--- src/rtl/mem_stage.sv ---
// Memory-access pipeline stage: holds the execute payload, waits for load data,
// aligns/extends it and tracks responses orphaned by a flush.
module mem_stage #(
    parameter int SB_W = 128
) (
    input  logic                 clk,
    input  logic                 rstn,
    input  logic                 flush,
    input  logic                 EM_valid,
    output logic                 M_allowin,
    input  logic [75+SB_W-1:0]   EM_BUS,
    input  logic                 data_sram_data_ok,
    input  logic [31:0]          data_sram_rdata,
    output logic                 drop_pending,
    input  logic                 W_allowin,
    output logic                 MW_valid,
    output logic [71+SB_W-1:0]   MW_BUS,
    output logic [37:0]          M_fwd,
    output logic                 M_ld_busy
);

    localparam int EMW = 75 + SB_W;

    typedef enum logic [1:0] {
        S_IDLE,
        S_WAIT,
        S_DROP
    } state_t;

    state_t state;
    state_t state_nxt;

    logic            m_valid;
    logic [EMW-1:0]  em_q;
    logic [31:0]     rbuf;
    logic            rbuf_vld;

    logic            ex;
    logic [2:0]      ld_type;
    logic            mem_rd;
    logic [4:0]      dest;
    logic            gr_we;
    logic [31:0]     alu_result;
    logic [31:0]     pc;
    logic [SB_W-1:0] sb;

    assign ex         = em_q[0];
    assign ld_type    = em_q[3:1];
    assign mem_rd     = em_q[4];
    assign dest       = em_q[9:5];
    assign gr_we      = em_q[10];
    assign alu_result = em_q[42:11];
    assign pc         = em_q[74:43];
    assign sb         = em_q[EMW-1:75];

    logic resp;
    logic ready_go;
    logic accept;
    logic leave;
    logic ld_acc;

    // data_ok outside WAIT belongs to no held load
    assign resp      = data_sram_data_ok && (state == S_WAIT);
    assign ready_go  = !mem_rd || resp || rbuf_vld;
    assign MW_valid  = m_valid && ready_go;
    assign M_allowin = (!m_valid || (ready_go && W_allowin))
                       && (state != S_DROP);
    assign accept    = EM_valid && M_allowin;
    assign leave     = MW_valid && W_allowin;
    assign ld_acc    = accept && EM_BUS[4];

    always_comb begin
        state_nxt = state;
        if (flush) begin
            case (state)
                S_DROP:  state_nxt = S_DROP;
                S_WAIT:  state_nxt = data_sram_data_ok ? S_IDLE : S_DROP;
                default: state_nxt = S_IDLE;
            endcase
        end else begin
            case (state)
                S_IDLE: begin
                    if (ld_acc) state_nxt = S_WAIT;
                end
                S_WAIT: begin
                    if (ld_acc)
                        state_nxt = S_WAIT;
                    else if (data_sram_data_ok)
                        state_nxt = S_IDLE;
                end
                S_DROP: begin
                    if (data_sram_data_ok) state_nxt = S_IDLE;
                end
                default: state_nxt = S_IDLE;
            endcase
        end
    end

    always_ff @(posedge clk) begin
        if (!rstn) state <= S_IDLE;
        else       state <= state_nxt;
    end

    always_ff @(posedge clk) begin
        if (!rstn || flush) begin
            m_valid <= 1'b0;
            em_q    <= '0;
        end else begin
            if (M_allowin) m_valid <= EM_valid;
            if (accept)    em_q    <= EM_BUS;
        end
    end

    // hold returned data while writeback stalls; data_ok will not repeat
    always_ff @(posedge clk) begin
        if (!rstn || flush) begin
            rbuf_vld <= 1'b0;
            rbuf     <= '0;
        end else if (leave) begin
            rbuf_vld <= 1'b0;
        end else if (resp && m_valid && !W_allowin) begin
            rbuf_vld <= 1'b1;
            rbuf     <= data_sram_rdata;
        end
    end

    logic [31:0] ld_data;
    logic [4:0]  bsh;
    logic [7:0]  byte_sel;
    logic [15:0] half_sel;
    logic [31:0] ld_val;
    logic        is_b;
    logic        is_bu;
    logic        is_h;
    logic        is_hu;

    assign ld_data  = rbuf_vld ? rbuf : data_sram_rdata;
    assign bsh      = {alu_result[1:0], 3'b000};
    assign byte_sel = ld_data[bsh +: 8];
    assign half_sel = alu_result[1] ? ld_data[31:16] : ld_data[15:0];

    assign is_b  = (ld_type == 3'b001);
    assign is_bu = (ld_type == 3'b101);
    assign is_h  = (ld_type == 3'b010);
    assign is_hu = (ld_type == 3'b110);

    always_comb begin
        ld_val = ld_data;
        unique case (1'b1)
            is_b:    ld_val = {{24{byte_sel[7]}}, byte_sel};
            is_bu:   ld_val = {24'h0, byte_sel};
            is_h:    ld_val = {{16{half_sel[15]}}, half_sel};
            is_hu:   ld_val = {16'h0, half_sel};
            default: ld_val = ld_data;
        endcase
    end

    logic [31:0] final_result;
    logic        fwd_we;

    assign final_result = mem_rd ? ld_val : alu_result;
    assign fwd_we       = m_valid && gr_we && !ex && ready_go;

    assign MW_BUS       = {sb, pc, final_result, gr_we, dest, ex};
    assign M_fwd        = {fwd_we, dest, final_result};
    assign M_ld_busy    = m_valid && mem_rd && !ready_go;
    assign drop_pending = (state == S_DROP);

endmodule

--- config.mk ---
export PLATFORM = sky130hd
export DESIGN_NAME = mem_stage
export DESIGN_NICKNAME = d
export VERILOG_FILES = /design/src/rtl/mem_stage.sv
export SDC_FILE = /design/constraint.sdc
export NUM_CORES = 1
export LEC_CHECK = 0
export ABC_AREA = 0
export ABC_CLOCK_PERIOD_IN_PS = 4300
export CAP_MARGIN = 15
export CORE_AREA = 2 2 190 192
export DETAILED_ROUTE_END_ITERATION = 8
export DIE_AREA = 0 0 192 194
export PLACE_DENSITY = 0.64
export SLEW_MARGIN = 0
export SYNTH_ARGS = -nofsm -noshare
export SYNTH_HDL_FRONTEND = slang
export SYNTH_SLANG_ARGS = --single-unit
--- constraint.sdc ---
create_clock -name clk -period 4.3 [get_ports clk]
set_input_delay 0.86 -clock clk [delete_from_list [all_inputs] [get_ports clk]]
set_output_delay 0.86 -clock clk [all_outputs]
set_load 0.005 [all_outputs]
==> flow_metrics.py <==
metrics = {
    "status": {
        "status": "complete, no violations",
    },
    "setup_path": {
        "rrSetupSlack_ps": 1620,
        "crit_type": "in -> out",
        "worstSetupStartpoint": "data_sram_rdata[7]",
        "r2r-end": "em_q[143]",
        "cp_max_fo": 16,
        "start_kind": "input pin",
        "r2r_start": "rbuf_vld",
        "cp-end-kind": "output pin",
        "crit_path_end": "M_fwd[24]",
        "worst_ep_arrival_time_ps": 3200,
        "cp.required_ps": 3440,
        "rr_worst_depth": 6,
    },
    "global_route": {
        "grt_pass1_vias": 9795,
        "track_usage_pct": 18.6,
        "grt_max_degree": 89,
        "grt_pass1_wl_um": 54800,
        "overflow": 0,
        "antenna_found_initial": 2,
    },
    "routing": {
        "wl_um": 36800,
        "viasPerCell": 4.65,
        "drt-pass1-iter-count": 4,
        "vias": 10000,
        "drc_errors": 0,
        "antenna_left": 0,
        "drt_iter0_markers": 463,
        "wl_per_cell_um": 17.0,
    },
    "clocking": {
        "clk_pin_slew_ps": 60,
        "cts_num_sinks": 239,
        "max-clock-path-buffers": 3,
        "ctsHoldBuffers": 0,
        "cts_tree": "done",
        "cts-root-buf": "clkbuf_16",
        "h-tree-depth": 1,
        "cts_resized": 0,
        "clk_latency_ps": 530,
        "postCtsSetupRepairBufs": 0,
        "cts_made_buffers": 27,
    },
    "final_layout": {
        "diodes": 0,
        "final_cell_mix": "nand2_1 (500), clkdlybuf4s50_1 (481), a21oi_1 (261)",
        "layout.nets": 1924,
        "layout_commonest_cell": "nand2_1",
        "area_delta_synth_final_pct": 40.8,
        "layout-drive-gt1-share_pct": 6.48,
    },
    "placed_design": {
        "dp_hpwl_um": 26600,
        "gp_congestion": 0.816,
        "portBuffers": 481,
    },
    "sta": {
        "setup_viol": 0,
        "slew_headroom_pct": 39.7,
        "hold_viol": 0,
        "worst_pin_slew_ps": 902,
        "worst_clock_skew_ps": 6.12,
        "setup_tns_ps": 0,
        "finalCritPeriodShare_pct": 94.5,
        "drv_slew": 0,
        "fmax_ghz": 0.246,
        "layout_min_cycle_time_ps": 4060,
        "rsz0062_at_grt": "no",
    },
    "power_and_ir_drop": {
        "max-vdd-ir-drop_v": 0.000242,
        "power.density_nw_per_um2": 340,
        "power_mw": 5.35,
        "leakage_nw": 5.58,
    },
    "yosys": {
        "netlist_area_um2": 11200,
        "synth_seq_cells": 239,
        "avgSynthCellArea_um2": 7.73,
        "synthFlopType": "dfxtp_1",
        "synthesis.nets": 1691,
        "synth_edf_count": 0,
        "synth_top_area_share_pct": 42.9,
        "yosysWarnings": 0,
        "synthCells": 1444,
        "synthTopCellsByArea": "dfxtp_1 (43%), nand2_1 (17%), buf_4 (15%)",
        "yosysTopAreaCell": "dfxtp_1",
        "async_reset_ff_share_pct": 0,
        "ys_seq_area_share_pct": 42.9,
        "synth.distinct_cells": 37,
    },
    "floorplanning": {
        "rows": 69,
        "die_area_um2": 37200,
        "dieHeight_um": 194,
        "start_util_pct": 31.7,
        "core-area_um2": 35200,
        "ios": 482,
        "fp.dieW_um": 192,
    },
    "min_path": {
        "hp-class": "reg -> reg",
    },
    "job": {
        "drv_cap": 0,
    },
}
-- metrics by stage --
step	instance area [µm²]	setup WS [ps]	utilization (%)	hold WS, ps	instances
detailed placement	14800	275	42.1	445	2109
finish	15700	238	44.6	452	2158
global placement	14800	310	42.1	439	2109
floorplan	11200	1300	-	433	1444
global route	15700	169	44.6	468	2158
CTS	15700	17.6	44.6	454	2158
-- flip-flops by register name, indices dropped and copies added (netlist names) --
signal and cells:
em_q 203, m_valid 1, rbuf 32, rbuf_vld 1, state 2
-- cell type report --
class                           instances  area (µm²)
Fill cell                            3458       19500
Clock buffer                           38         797
Tap cell                              461         577
Multi-Input combinational cell        900        4370
Clock inverter                         11        88.8
Inverter                                7        26.3
Timing Repair Buffer                  502        5070
Sequential cell                       239        4790
-- worst min path at each step --
stage	cells past startpoint	startpoint	to	slack, ps
floorplan	2	rbuf[16]	rbuf[16]	430
detailed placement	2	em_q[173]	em_q[173]	450
global route	2	em_q[68]	em_q[68]	470
CTS	2	em_q[173]	em_q[173]	450
finish	2	rbuf[21]	rbuf[21]	450
global placement	2	rbuf[1]	rbuf[1]	440
-- synth_stat cells (2+ instances only) --
cell type  instances
a31oi_1            2
clkbuf_1          50
mux2_2            28
buf_6              2
a21oi_1          261
mux4_2             7
o21ai_0            9
a21boi_0           2
nand2_1          502
o21a_1             2
nand2b_1           2
or3_1              2
nor2_1            22
and2_1             2
nand3_1            4
buf_4            224
o22ai_1            9
buf_2             22
nor2b_1            7
mux2i_1            8
o211ai_1           3
dfxtp_1          239
a22o_1             6
ha_1               6
inv_1              7
a22oi_1            5
-- where the power goes --
group	internal [mW]	switching [mW]	total (mW)
Clock	1.35	0.940	2.29
Sequential	2.28	0.0350	2.31
Combinational	0.430	0.317	0.747
Total	4.05	1.29	5.35
-- metal layers --
layer,part of all wire [%],vias to the layer above,track usage (%),wire (µm)
met5,0.035,-,0,13
li1,-,4954,-,-
met2,50,385,34.2,18500
met4,1.8,2,4.10,671
met3,8.9,51,4.85,3270
met1,39,4636,21.3,14300
-- worst max-delay path, cell delays in order --
cell and delay, ps:
clkdlybuf4s50_1 470, mux2_2 300, or3_1 310, nand4_1 160, a31o_2 390, a21oi_1 210
clkdlybuf4s50_1 500
-- logic make-up (layout without fill, tap and decap cells) --
kind of cell / count (synthesis) / after routing / share of synthesized area, %
flip-flops: 239 / 239 / 42.9
adder cells (fa/ha/maj): 6 / 6 / 0.672
AND/OR/NAND/NOR: 545 / 545 / 18.8
multiplexers: 43 / 43 / 4.95
AO/OA/AOI/OAI: 306 / 306 / 14.6
buffers and inverters: 305 / 558 / 18.2
Note: power is estimated with default switching activity, not from simulation.
